==> src/rtl/key_event_tx_pkg.sv <==
// +-----------------------------------------------------------------------------+
// | Module  : key_event_tx_pkg                                                   |
// | Purpose : Shared constants and state encodings for the key event            |
// |           transmitter (MIDI status bytes, scanner and TX FSM states).       |
// | Rev     : 1.0  initial release                                               |
// +-----------------------------------------------------------------------------+
`default_nettype none

package key_event_tx_pkg;

  localparam logic [7:0] STATUS_ON  = 8'h90;
  localparam logic [7:0] STATUS_OFF = 8'h80;

  typedef enum logic [0:0] {
    S_IDLE = 1'b0,
    S_SCAN = 1'b1
  } scan_state_t;

  typedef enum logic [2:0] {
    T_IDLE  = 3'd0,
    T_STAT  = 3'd1,
    T_WAIT0 = 3'd2,
    T_NOTE  = 3'd3,
    T_WAIT1 = 3'd4
  } tx_state_t;

endpackage

`default_nettype wire

==> src/rtl/key_event_tx_fifo.sv <==
// +-----------------------------------------------------------------------------+
// | Module  : event_fifo                                                         |
// | Purpose : Synchronous FIFO holding key change events.                       |
// |           Push is honoured when not full, pop when not empty; both may      |
// |           happen in the same cycle.  DEPTH must be a power of two >= 2 so   |
// |           the pointers wrap naturally.                                      |
// | Ports   : clk, rst (async active-low), push/push_data, pop/pop_data        |
// |           (head, valid while !empty), full, empty, count (occupancy).      |
// | Rev     : 1.0  initial release                                               |
// +-----------------------------------------------------------------------------+
`default_nettype none

module event_fifo #(
  parameter int WIDTH = 5,
  parameter int DEPTH = 8
) (
  input  logic                     clk,
  input  logic                     rst,
  input  logic                     push,
  input  logic [WIDTH-1:0]         push_data,
  input  logic                     pop,
  output logic [WIDTH-1:0]         pop_data,
  output logic                     full,
  output logic                     empty,
  output logic [$clog2(DEPTH):0]   count
);

  localparam int PTR_W = $clog2(DEPTH);
  localparam int CNT_W = PTR_W + 1;

  logic [WIDTH-1:0] mem [DEPTH];
  logic [PTR_W-1:0] wr_ptr;
  logic [PTR_W-1:0] rd_ptr;
  logic             do_push;
  logic             do_pop;

  assign full    = (count == CNT_W'(DEPTH));
  assign empty   = (count == '0);
  assign do_push = push && !full;
  assign do_pop  = pop && !empty;
  assign pop_data = mem[rd_ptr];

  always_ff @(posedge clk or negedge rst) begin
    if (!rst) begin
      wr_ptr <= '0;
      rd_ptr <= '0;
      count  <= '0;
    end else begin
      if (do_push) wr_ptr <= wr_ptr + PTR_W'(1);
      if (do_pop)  rd_ptr <= rd_ptr + PTR_W'(1);
      case ({do_push, do_pop})
        2'b10:   count <= count + CNT_W'(1);
        2'b01:   count <= count - CNT_W'(1);
        default: count <= count;
      endcase
    end
  end

  // Storage needs no reset: entries are only read once count says they exist.
  always_ff @(posedge clk) begin
    if (do_push) mem[wr_ptr] <= push_data;
  end

endmodule

`default_nettype wire

==> src/rtl/key_event_tx.sv <==
// +-----------------------------------------------------------------------------+
// | Module  : key_event_tx                                                       |
// | Purpose : Detects piano keys whose state changed between accepted frames,  |
// |           queues each change and sends it to a uart as a status byte       |
// |           (0x90 on / 0x80 off) followed by a note byte (BASE_NOTE+index).  |
// | Ports   : clk, rst (async active-low)                                       |
// |           key_state/key_valid : frame bitmap and one-cycle strobe          |
// |           send/send_data      : byte request to uart, data held until done |
// |           send_done           : uart finished current byte                 |
// |           busy                : scanning, events queued or TX active       |
// |           frame_drop          : sticky, frame arrived while scanning       |
// |           sta                 : {scan_state, tx_state} debug               |
// | Macro   : RUNNING_STATUS_EN - omit the status byte when it equals the last |
// |           status byte sent (first message after reset always sends it).    |
// | Rev     : 1.0  initial release                                               |
// +-----------------------------------------------------------------------------+
`default_nettype none

module key_event_tx
  import key_event_tx_pkg::*;
#(
  parameter int NKEYS      = 16,
  parameter int FIFO_DEPTH = 8,
  parameter int BASE_NOTE  = 60
) (
  input  logic             clk,
  input  logic             rst,
  input  logic [NKEYS-1:0] key_state,
  input  logic             key_valid,
  output logic             send,
  output logic [7:0]       send_data,
  input  logic             send_done,
  output logic             busy,
  output logic             frame_drop,
  output logic [3:0]       sta
);

  localparam int IDX_W = (NKEYS > 1) ? $clog2(NKEYS) : 1;
  localparam int ENT_W = IDX_W + 1;

  // ---------------------------------------------------------------- scanner
  scan_state_t      scan_state;
  scan_state_t      scan_next;
  logic [NKEYS-1:0] prev;
  logic [NKEYS-1:0] diff;
  logic [IDX_W-1:0] index;
  logic             advance;
  logic             last_key;

  logic             push;
  logic [ENT_W-1:0] push_data;
  logic             pop;
  logic [ENT_W-1:0] pop_data;
  logic             fifo_full;
  logic             fifo_empty;
  logic [$clog2(FIFO_DEPTH):0] fifo_count;

  assign last_key = (index == IDX_W'(NKEYS - 1));

  // A changed key waits (index held) until the queue has room.
  always_comb begin
    advance   = 1'b0;
    push      = 1'b0;
    scan_next = scan_state;
    case (scan_state)
      S_IDLE: begin
        if (key_valid) scan_next = S_SCAN;
      end
      S_SCAN: begin
        if (diff[index]) begin
          push    = !fifo_full;
          advance = !fifo_full;
        end else begin
          advance = 1'b1;
        end
        if (advance && last_key) scan_next = S_IDLE;
      end
      default: scan_next = S_IDLE;
    endcase
  end

  // prev already holds the frame being scanned, so it doubles as the
  // latched key state for the on/off bit.
  assign push_data = {prev[index], index};

  always_ff @(posedge clk or negedge rst) begin
    if (!rst) begin
      scan_state <= S_IDLE;
    end else begin
      scan_state <= scan_next;
    end
  end

  always_ff @(posedge clk or negedge rst) begin
    if (!rst) begin
      prev       <= '0;
      diff       <= '0;
      index      <= '0;
      frame_drop <= 1'b0;
    end else begin
      if (scan_state == S_IDLE) begin
        if (key_valid) begin
          diff  <= key_state ^ prev;
          prev  <= key_state;
          index <= '0;
        end
      end else begin
        // prev is left alone, so the next accepted frame still reports
        // the net change relative to the frame being scanned now.
        if (key_valid) frame_drop <= 1'b1;
        if (advance)   index <= index + IDX_W'(1);
      end
    end
  end

  event_fifo #(
    .WIDTH (ENT_W),
    .DEPTH (FIFO_DEPTH)
  ) u_fifo (
    .clk       (clk),
    .rst       (rst),
    .push      (push),
    .push_data (push_data),
    .pop       (pop),
    .pop_data  (pop_data),
    .full      (fifo_full),
    .empty     (fifo_empty),
    .count     (fifo_count)
  );

  // --------------------------------------------------------------------- TX
  tx_state_t        tx_state;
  tx_state_t        tx_next;
  logic             hold_on;
  logic [IDX_W-1:0] hold_idx;
  logic [7:0]       status_byte;
  logic [7:0]       note_byte;
  logic [7:0]       head_status;

  assign status_byte = hold_on ? STATUS_ON : STATUS_OFF;
  assign note_byte   = {1'b0, 7'(BASE_NOTE + int'(hold_idx))};
  assign head_status = pop_data[ENT_W-1] ? STATUS_ON : STATUS_OFF;

`ifdef RUNNING_STATUS_EN
  logic       last_valid;
  logic [7:0] last_status;
`endif

  // send_data is decoded from the state and holding register, which keeps
  // it stable through the wait state until the uart reports done.
  always_comb begin
    tx_next   = tx_state;
    pop       = 1'b0;
    send      = 1'b0;
    send_data = 8'h00;
    case (tx_state)
      T_IDLE: begin
        if (!fifo_empty) begin
          pop     = 1'b1;
          tx_next = T_STAT;
`ifdef RUNNING_STATUS_EN
          if (last_valid && (last_status == head_status)) tx_next = T_NOTE;
`endif
        end
      end
      T_STAT: begin
        send      = 1'b1;
        send_data = status_byte;
        tx_next   = T_WAIT0;
      end
      T_WAIT0: begin
        send_data = status_byte;
        if (send_done) tx_next = T_NOTE;
      end
      T_NOTE: begin
        send      = 1'b1;
        send_data = note_byte;
        tx_next   = T_WAIT1;
      end
      T_WAIT1: begin
        send_data = note_byte;
        if (send_done) tx_next = T_IDLE;
      end
      default: tx_next = T_IDLE;
    endcase
  end

  always_ff @(posedge clk or negedge rst) begin
    if (!rst) begin
      tx_state <= T_IDLE;
    end else begin
      tx_state <= tx_next;
    end
  end

  always_ff @(posedge clk or negedge rst) begin
    if (!rst) begin
      hold_on  <= 1'b0;
      hold_idx <= '0;
    end else if (pop) begin
      hold_on  <= pop_data[ENT_W-1];
      hold_idx <= pop_data[IDX_W-1:0];
    end
  end

`ifdef RUNNING_STATUS_EN
  always_ff @(posedge clk or negedge rst) begin
    if (!rst) begin
      last_valid  <= 1'b0;
      last_status <= 8'h00;
    end else if (tx_state == T_STAT) begin
      last_valid  <= 1'b1;
      last_status <= status_byte;
    end
  end
`endif

  assign busy = (scan_state != S_IDLE) || (fifo_count != '0) || (tx_state != T_IDLE);
  assign sta  = {1'(scan_state), 3'(tx_state)};

endmodule

`default_nettype wire

==> config.mk <==
export PLATFORM = sky130hd
export DESIGN_NAME = key_event_tx
export DESIGN_NICKNAME = d
export VERILOG_FILES = /design/src/rtl/key_event_tx_pkg.sv /design/src/rtl/key_event_tx_fifo.sv /design/src/rtl/key_event_tx.sv
export SDC_FILE = /design/constraint.sdc
export NUM_CORES = 1
export LEC_CHECK = 0
export CAP_MARGIN = 5
export CORE_MARGIN = 5
export CORE_UTILIZATION = 60
export CTS_BUF_LIST = sky130_fd_sc_hd__clkbuf_8
export DETAILED_ROUTE_END_ITERATION = 7
export PLACE_DENSITY = 0.82
export SLEW_MARGIN = 20
export SYNTH_ARGS = -nofsm -noshare
export SYNTH_HDL_FRONTEND = slang
export SYNTH_SLANG_ARGS = --single-unit
==> constraint.sdc <==
create_clock -name clk -period 4.2 [get_ports clk]
set_input_delay 0.63 -clock clk [delete_from_list [all_inputs] [get_ports clk]]
set_output_delay 0.63 -clock clk [all_outputs]
set_load 0.03 [all_outputs]
==> results of run 1 <==
[power breakdown]
part | leakage, nW | switching, mW | total, mW | internal, mW
combinational | 0.841 | 0.863 | 1.77 | 0.912
sequential | 1.04 | 0.454 | 1.89 | 1.43
clock | 0.0893 | 0.315 | 0.589 | 0.274
[registers in the layout, indices dropped and copies added (netlist names)]
name           cells
u_fifo.count       4
u_fifo.wr_ptr      3
prev              16
hold_on            1
diff              16
frame_drop         1
hold_idx           4
index              4
u_fifo.mem        40
scan_state         1
u_fifo.rd_ptr      3
tx_state           3
[logic make-up after synthesis]
family,count (synthesis)
compound gates,40
xor+xnor,27
fa+ha+maj,7
buf+inv,25
flops,96
mux,47
simple gates,83
[how the worst max path moves through the flow]
stage,endpoint,slack [ns]
2_1_floorplan,u_fifo.count[2]$_DFFE_PN0P_,1.47
6_report,u_fifo.count[2]$_DFFE_PN0P_,0.97
3_5_place_dp,u_fifo.count[2]$_DFFE_PN0P_,0.99
3_3_place_gp,u_fifo.count[2]$_DFFE_PN0P_,1.10
4_1_cts,u_fifo.count[2]$_DFFE_PN0P_,0.95
5_1_grt,u_fifo.count[2]$_DFFE_PN0P_,0.75
[layer usage]
metal	up-vias	share of wire (%)
met5	-	0
met4	0	2.2
met3	13	4.2
met2	56	50
met1	1287	43
li1	1248	-
[stage by stage]
step                hold WS, ns  total power [mW]
finish                    0.355              4.25
global route              0.412              4.57
CTS                       0.359              4.30
detailed placement        0.458              3.71
global placement          0.438              3.59
floorplan                 0.334              3.21
[final cells by class]
cell class              count  area share, %
multi-input cells         204           34.5
flip-flops and latches     96           51.6
well taps                  99           2.46
repair buffers             37           7.09
inverters                   6          0.546
clock inverters             7           1.39
clock buffers               9           2.46
[cell usage in the layout (no fill, tap or decap), types with 2 or more instances in the layout]
cell type | synthesis | final
a21o_1 | 3 | 3
a21oi_1 | 4 | 4
a221oi_2 | 2 | 2
a22oi_1 | 2 | 2
and2_1 | 6 | 6
buf_4 | 1 | 3
clkbuf_8 | 0 | 9
clkdlybuf4s50_1 | 0 | 33
clkinvlp_4 | 0 | 3
dfrtp_1 | 56 | 56
edfxtp_1 | 40 | 40
ha_1 | 7 | 7
inv_1 | 5 | 5
inv_6 | 1 | 2
mux2_2 | 18 | 18
mux2i_1 | 14 | 14
mux4_1 | 2 | 2
mux4_2 | 13 | 13
nand2_1 | 35 | 35
nand3_1 | 4 | 4
nor2_1 | 13 | 13
nor2b_1 | 4 | 4
nor3_1 | 4 | 4
nor4_1 | 4 | 4
nor4b_2 | 2 | 2
nor4b_4 | 2 | 2
o21ai_0 | 22 | 22
xnor2_1 | 22 | 22
xor2_1 | 5 | 5
==> results.json, run 1 <==
{
  "status": "finished clean",
  "ys_seq_elements": 96,
  "yosysMostFrequentCell": "dfrtp_1",
  "max_freq_mhz": 310,
  "cts_tree": "yes",
  "synth_fa_ha_area_share_pct": 1.96,
  "synth_warnings": 0,
  "core_area_sq_mm": 0.00725,
  "grt_pass1_wl_um": 13400,
  "synth_edf_count": 40,
  "dp.cells": 442,
  "async_flop_share_pct": 58.3,
  "io_pins": 35,
  "drive_above_1_share_pct": 17.3,
  "cts.sinks": 96,
  "yosys.cell_types.count": 45,
  "worst-path-buf-inv": 1,
  "start_util_pct": 61.5,
  "vias": 2604,
  "final_antenna_net_count": 0,
  "period_share_pct": 76.9,
  "timing.rr.end": "u_fifo.count[2]$_DFFE_PN0P_",
  "yosys.area_share.simple_pct": 10.3,
  "ir_drop_mv": 0.366,
  "die_x_um": 96.2,
  "drc": 0,
  "dieArea_sq_mm": 0.00926,
  "hold_buffers": 0,
  "rows": 31,
  "die_y_um": 96.2,
  "dpl_worst_slack_ns": 0.988,
  "setup.worst_path.start": "index[0]$_DFFE_PN0P_",
  "rsz0062_at_grt": "no",
  "multi_input_area_sq_mm": 0.00174,
  "crit_chain": "mux2i_1, a221oi_1, a22o_1, and3_4, inv_6, ha_1, xor2_1, ha_1, a21oi_1, xor2_1, nor2_1, xor2_1",
  "slew_viol_final": 0,
  "tightest_slew_ns": 0.910,
  "hold_viol_final": 0,
  "cp_max_fo": 22,
  "min_path_type": "in2async",
  "firstDrtPassIters": 4,
  "finalSetupViolCount": 0,
  "synth_compound_area_share_pct": 5.92,
  "postCtsSetupBuffers": 0,
  "detail_route.wirelength_um": 7820,
  "area_growth_pct": 13.1,
  "gp_congestion": 0.760,
  "clock_latency_ns": 0.35,
  "grt_pass1_vias": 2683,
  "htree_levels": 3,
  "cts-buffers-inserted": 9,
  "yosys-top-cells-count": "56 x dfrtp_1, 40 x edfxtp_1, 35 x nand2_1, 22 x o21ai_0, 22 x xnor2_1",
  "fin_tns_setup_ns": 0,
  "antenna_cells": 0,
  "powerDensity_mw_per_mm2": 843,
  "grt_max_degree": 52,
  "clock_skew_ns": 0.00984,
  "grt_use_met2_pct": 31.9,
  "design_area_sq_mm": 0.00504,
  "grtUsageTotal_pct": 19.5,
  "register_area_sq_mm": 0.00260,
  "syn_area_sq_mm": 0.00446,
  "nets": 381,
  "cp-end-kind": "flip-flop",
  "reg2reg_depth": 12,
  "start_kind": "flip-flop",
  "grt_util_met3_pct": 4.38,
  "leakage_nw": 1.97,
  "synth_top_area_cell": "dfrtp_1",
  "grt_util_met1_pct": 25.4,
  "drv_cap": 0,
  "synth.top_cells.by_area": "dfrtp_1 31%, edfxtp_1 27%, mux4_2 6.6%",
  "syn-num-nets": 352,
  "critPathTopFamily": "flip-flops",
  "antenna_found_initial": 0,
  "path_class": "reg2reg",
  "seq_area_frac_synth_pct": 58.3,
  "overflow": 0,
  "synth_top_family_by_area": "multiplexers",
  "final_cells": 458,
  "timing.final.crit_period_ns": 3.23,
  "drt_first_iter_violations": 156,
  "synth_ff_type": "dfrtp_1",
  "rrSetupSlack_ns": 0.97,
  "dpl_cell_area_sq_mm": 0.00485,
  "syn_inst": 325,
  "fin_ws_ns": 0.971,
  "yosys.area.top_type_share_pct": 31.4,
  "nFillCells": 510,
  "hpwl_um": 5510,
  "crit_required_ns": 4.43,
  "path_common_cell": "xor2_1",
  "post_cts_resized": 0,
  "synth-xor-area-share_pct": 5.30,
  "crit_cells": 12,
  "clockBufferDepth": 2,
  "port-buffer-count": 34,
  "path_clk_slew_ns": 0.09,
  "final_core_util_pct": 69.6,
  "wire_per_inst_um": 17.1,
  "busiest_layer": "met2",
  "syn_avg_cell_area_sq_um": 13.7,
  "root_buffer": "clkbuf_8",
  "slew_headroom_pct": 39.3,
  "vias_per_cell": 5.69,
  "rr_startpoint": "index[0]$_DFFE_PN0P_",
  "crit_slowest_cell": "dfrtp_1",
  "crit_arrival_ns": 3.46,
  "slowest_delay_ns": 0.89,
  "synth_mux_area_share_pct": 15.4
}
(Power assumes the default switching activity.)
==> run 2: changes to the inputs <==
Settings changed: CORE_UTILIZATION 60 to 54, PLACE_DENSITY 0.82 to 0.78.
Clock period 4.2 ns to 2.7 ns, I/O delays scaled along.
==> run 2 against run 1 <==
  * Critical path depth unchanged
  * Maximum frequency up 24%
  * Clock-buffer cell count unchanged
  * Sequential power up 48%
  * Global-route usage down 2.2 points
  * Largest cell class unchanged
  * Largest power group is now combinational cells
  * Highest routed layer unchanged
==> results.json, run 2 (synthesis results as in run 1) <==
{
  "status": "finished clean",
  "worst-path-buf-inv": 1,
  "path_common_cell": "xor2_1",
  "hold_buffers": 0,
  "drc": 0,
  "grt_max_degree": 49,
  "power_mw": 7.04,
  "detail_route.wirelength_um": 7860,
  "core_area_sq_mm": 0.00813,
  "rr_startpoint": "index[0]$_DFFE_PN0P_",
  "area_growth_pct": 18.9,
  "cp_max_fo": 11,
  "dp.cells": 469,
  "final_antenna_net_count": 0,
  "io_pins": 35,
  "cts.sinks": 96,
  "antenna_cells": 0,
  "nets": 408,
  "drive_above_1_share_pct": 25.4,
  "finalSetupViolCount": 0,
  "hold_ws_ns": 0.121,
  "top_regs": "u_fifo.mem: 40 flops, diff: 16 flops, prev: 16 flops",
  "hold_viol_final": 0,
  "layout_commonest_cell": "dfrtp_1",
  "slew_viol_final": 0,
  "root_buffer": "clkbuf_8",
  "powerDensity_mw_per_mm2": 1330,
  "grt_pass1_vias": 2684,
  "slowest_delay_ns": 0.49,
  "period_share_pct": 96.3,
  "port-buffer-count": 34,
  "grt_pass1_wl_um": 13400,
  "timing.rr.end": "u_fifo.count[2]$_DFFE_PN0P_",
  "fin_ws_ns": 0.100,
  "min_path_type": "in2async",
  "clock_skew_ns": 0.0114,
  "vias": 2669,
  "dpl_worst_slack_ns": -0.0109,
  "grtUsageTotal_pct": 17.3,
  "max_freq_mhz": 385,
  "final_cells": 491,
  "cts_tree": "yes",
  "overflow": 0,
  "rows": 33,
  "die_x_um": 101,
  "cts-buffers-inserted": 9,
  "die_y_um": 101,
  "critPathTopFamily": "compound AO/OA/AOI/OAI gates",
  "hpwl_um": 5680,
  "path_class": "reg2reg",
  "firstDrtPassIters": 6,
  "crit_cells": 12,
  "crit_required_ns": 2.95,
  "start_util_pct": 54.8,
  "drt_first_iter_violations": 81,
  "largest_reg_flops": 40,
  "clock_latency_ns": 0.37,
  "vias_per_cell": 5.44,
  "timing.final.crit_period_ns": 2.60,
  "antenna_found_initial": 0,
  "tightest_slew_ns": 0.870,
  "gp_congestion": 0.772,
  "reg2reg_depth": 12,
  "ir_drop_mv": 0.683,
  "htree_levels": 3,
  "crit_chain": "mux2i_1, a221oi_2, a22o_1, and3_4, inv_6, ha_2, xor2_1, ha_1, a21oi_1, xor2_1, nor2_1, xor2_1",
  "wire_per_inst_um": 16.0,
  "rrSetupSlack_ns": 0.1,
  "dieArea_sq_mm": 0.0102,
  "crit_slowest_cell": "dfrtp_2",
  "clockBufferDepth": 2,
  "final_cell_mix": "53 x dfrtp_1, 40 x edfxtp_1, 35 x nand2_1",
  "slew_headroom_pct": 42.0,
  "start_kind": "flip-flop",
  "crit_arrival_ns": 2.85,
  "cp-end-kind": "flip-flop",
  "largest_register": "u_fifo.mem",
  "path_clk_slew_ns": 0.09,
  "drv_cap": 0,
  "leakage_nw": 2.14
}
-- run 2: cell type report --
cell class	instances	area, sq um
clock inverters	7	87.6
multi-input cells	204	1760
flip-flops and latches	96	2610
fillers	593	2830
clock buffers	9	124
inverters	6	27.5
repair buffers	64	564
well taps	105	131
-- run 2: what timing repair did --
item,CTS,global route
pin swaps,0,3
setup buffers,0,6
gates resized for setup,1,9
setup endpoints to repair,2,3
-- run 2: worst max-delay path by stage --
stage / start / end
6_report: index[0]$_DFFE_PN0P_ / u_fifo.count[2]$_DFFE_PN0P_
5_1_grt: index[0]$_DFFE_PN0P_ / u_fifo.count[2]$_DFFE_PN0P_
4_1_cts: index[2]$_DFFE_PN0P_ / u_fifo.count[2]$_DFFE_PN0P_
3_5_place_dp: index[0]$_DFFE_PN0P_ / u_fifo.count[3]$_DFFE_PN0P_
3_3_place_gp: index[0]$_DFFE_PN0P_ / u_fifo.count[2]$_DFFE_PN0P_
2_1_floorplan: index[1]$_DFFE_PN0P_ / u_fifo.count[2]$_DFFE_PN0P_
-- run 2: power breakdown --
part	total, mW	switching, mW	leakage (nW)	internal (mW)
Combinational	3.25	1.55	0.992	1.70
Sequential	2.80	0.564	1.04	2.23
Clock	0.993	0.541	0.108	0.451
-- run 2: stage by stage --
| stage | utilization (%) | setup TNS (ns) | instance area (sq um) |
|---|---|---|---|
| final | 65.2 | 0 | 5310 |
| after global routing | 65.2 | -0.0188 | 5310 |
| after CTS | 64.4 | 0 | 5240 |
| after detailed placement | 61.7 | -0.0114 | 5020 |
| after global placement | 61.7 | 0 | 5020 |
| after floorplan | - | 0 | 4470 |
-- run 2: per-layer routing --
layer	vias to the layer above	global-route usage, %	wire, um
li1	1296	-	-
met1	1311	21.7	3330
met2	50	28.8	4060
met3	12	3.81	296
met4	0	7.46	165
met5	-	0	0
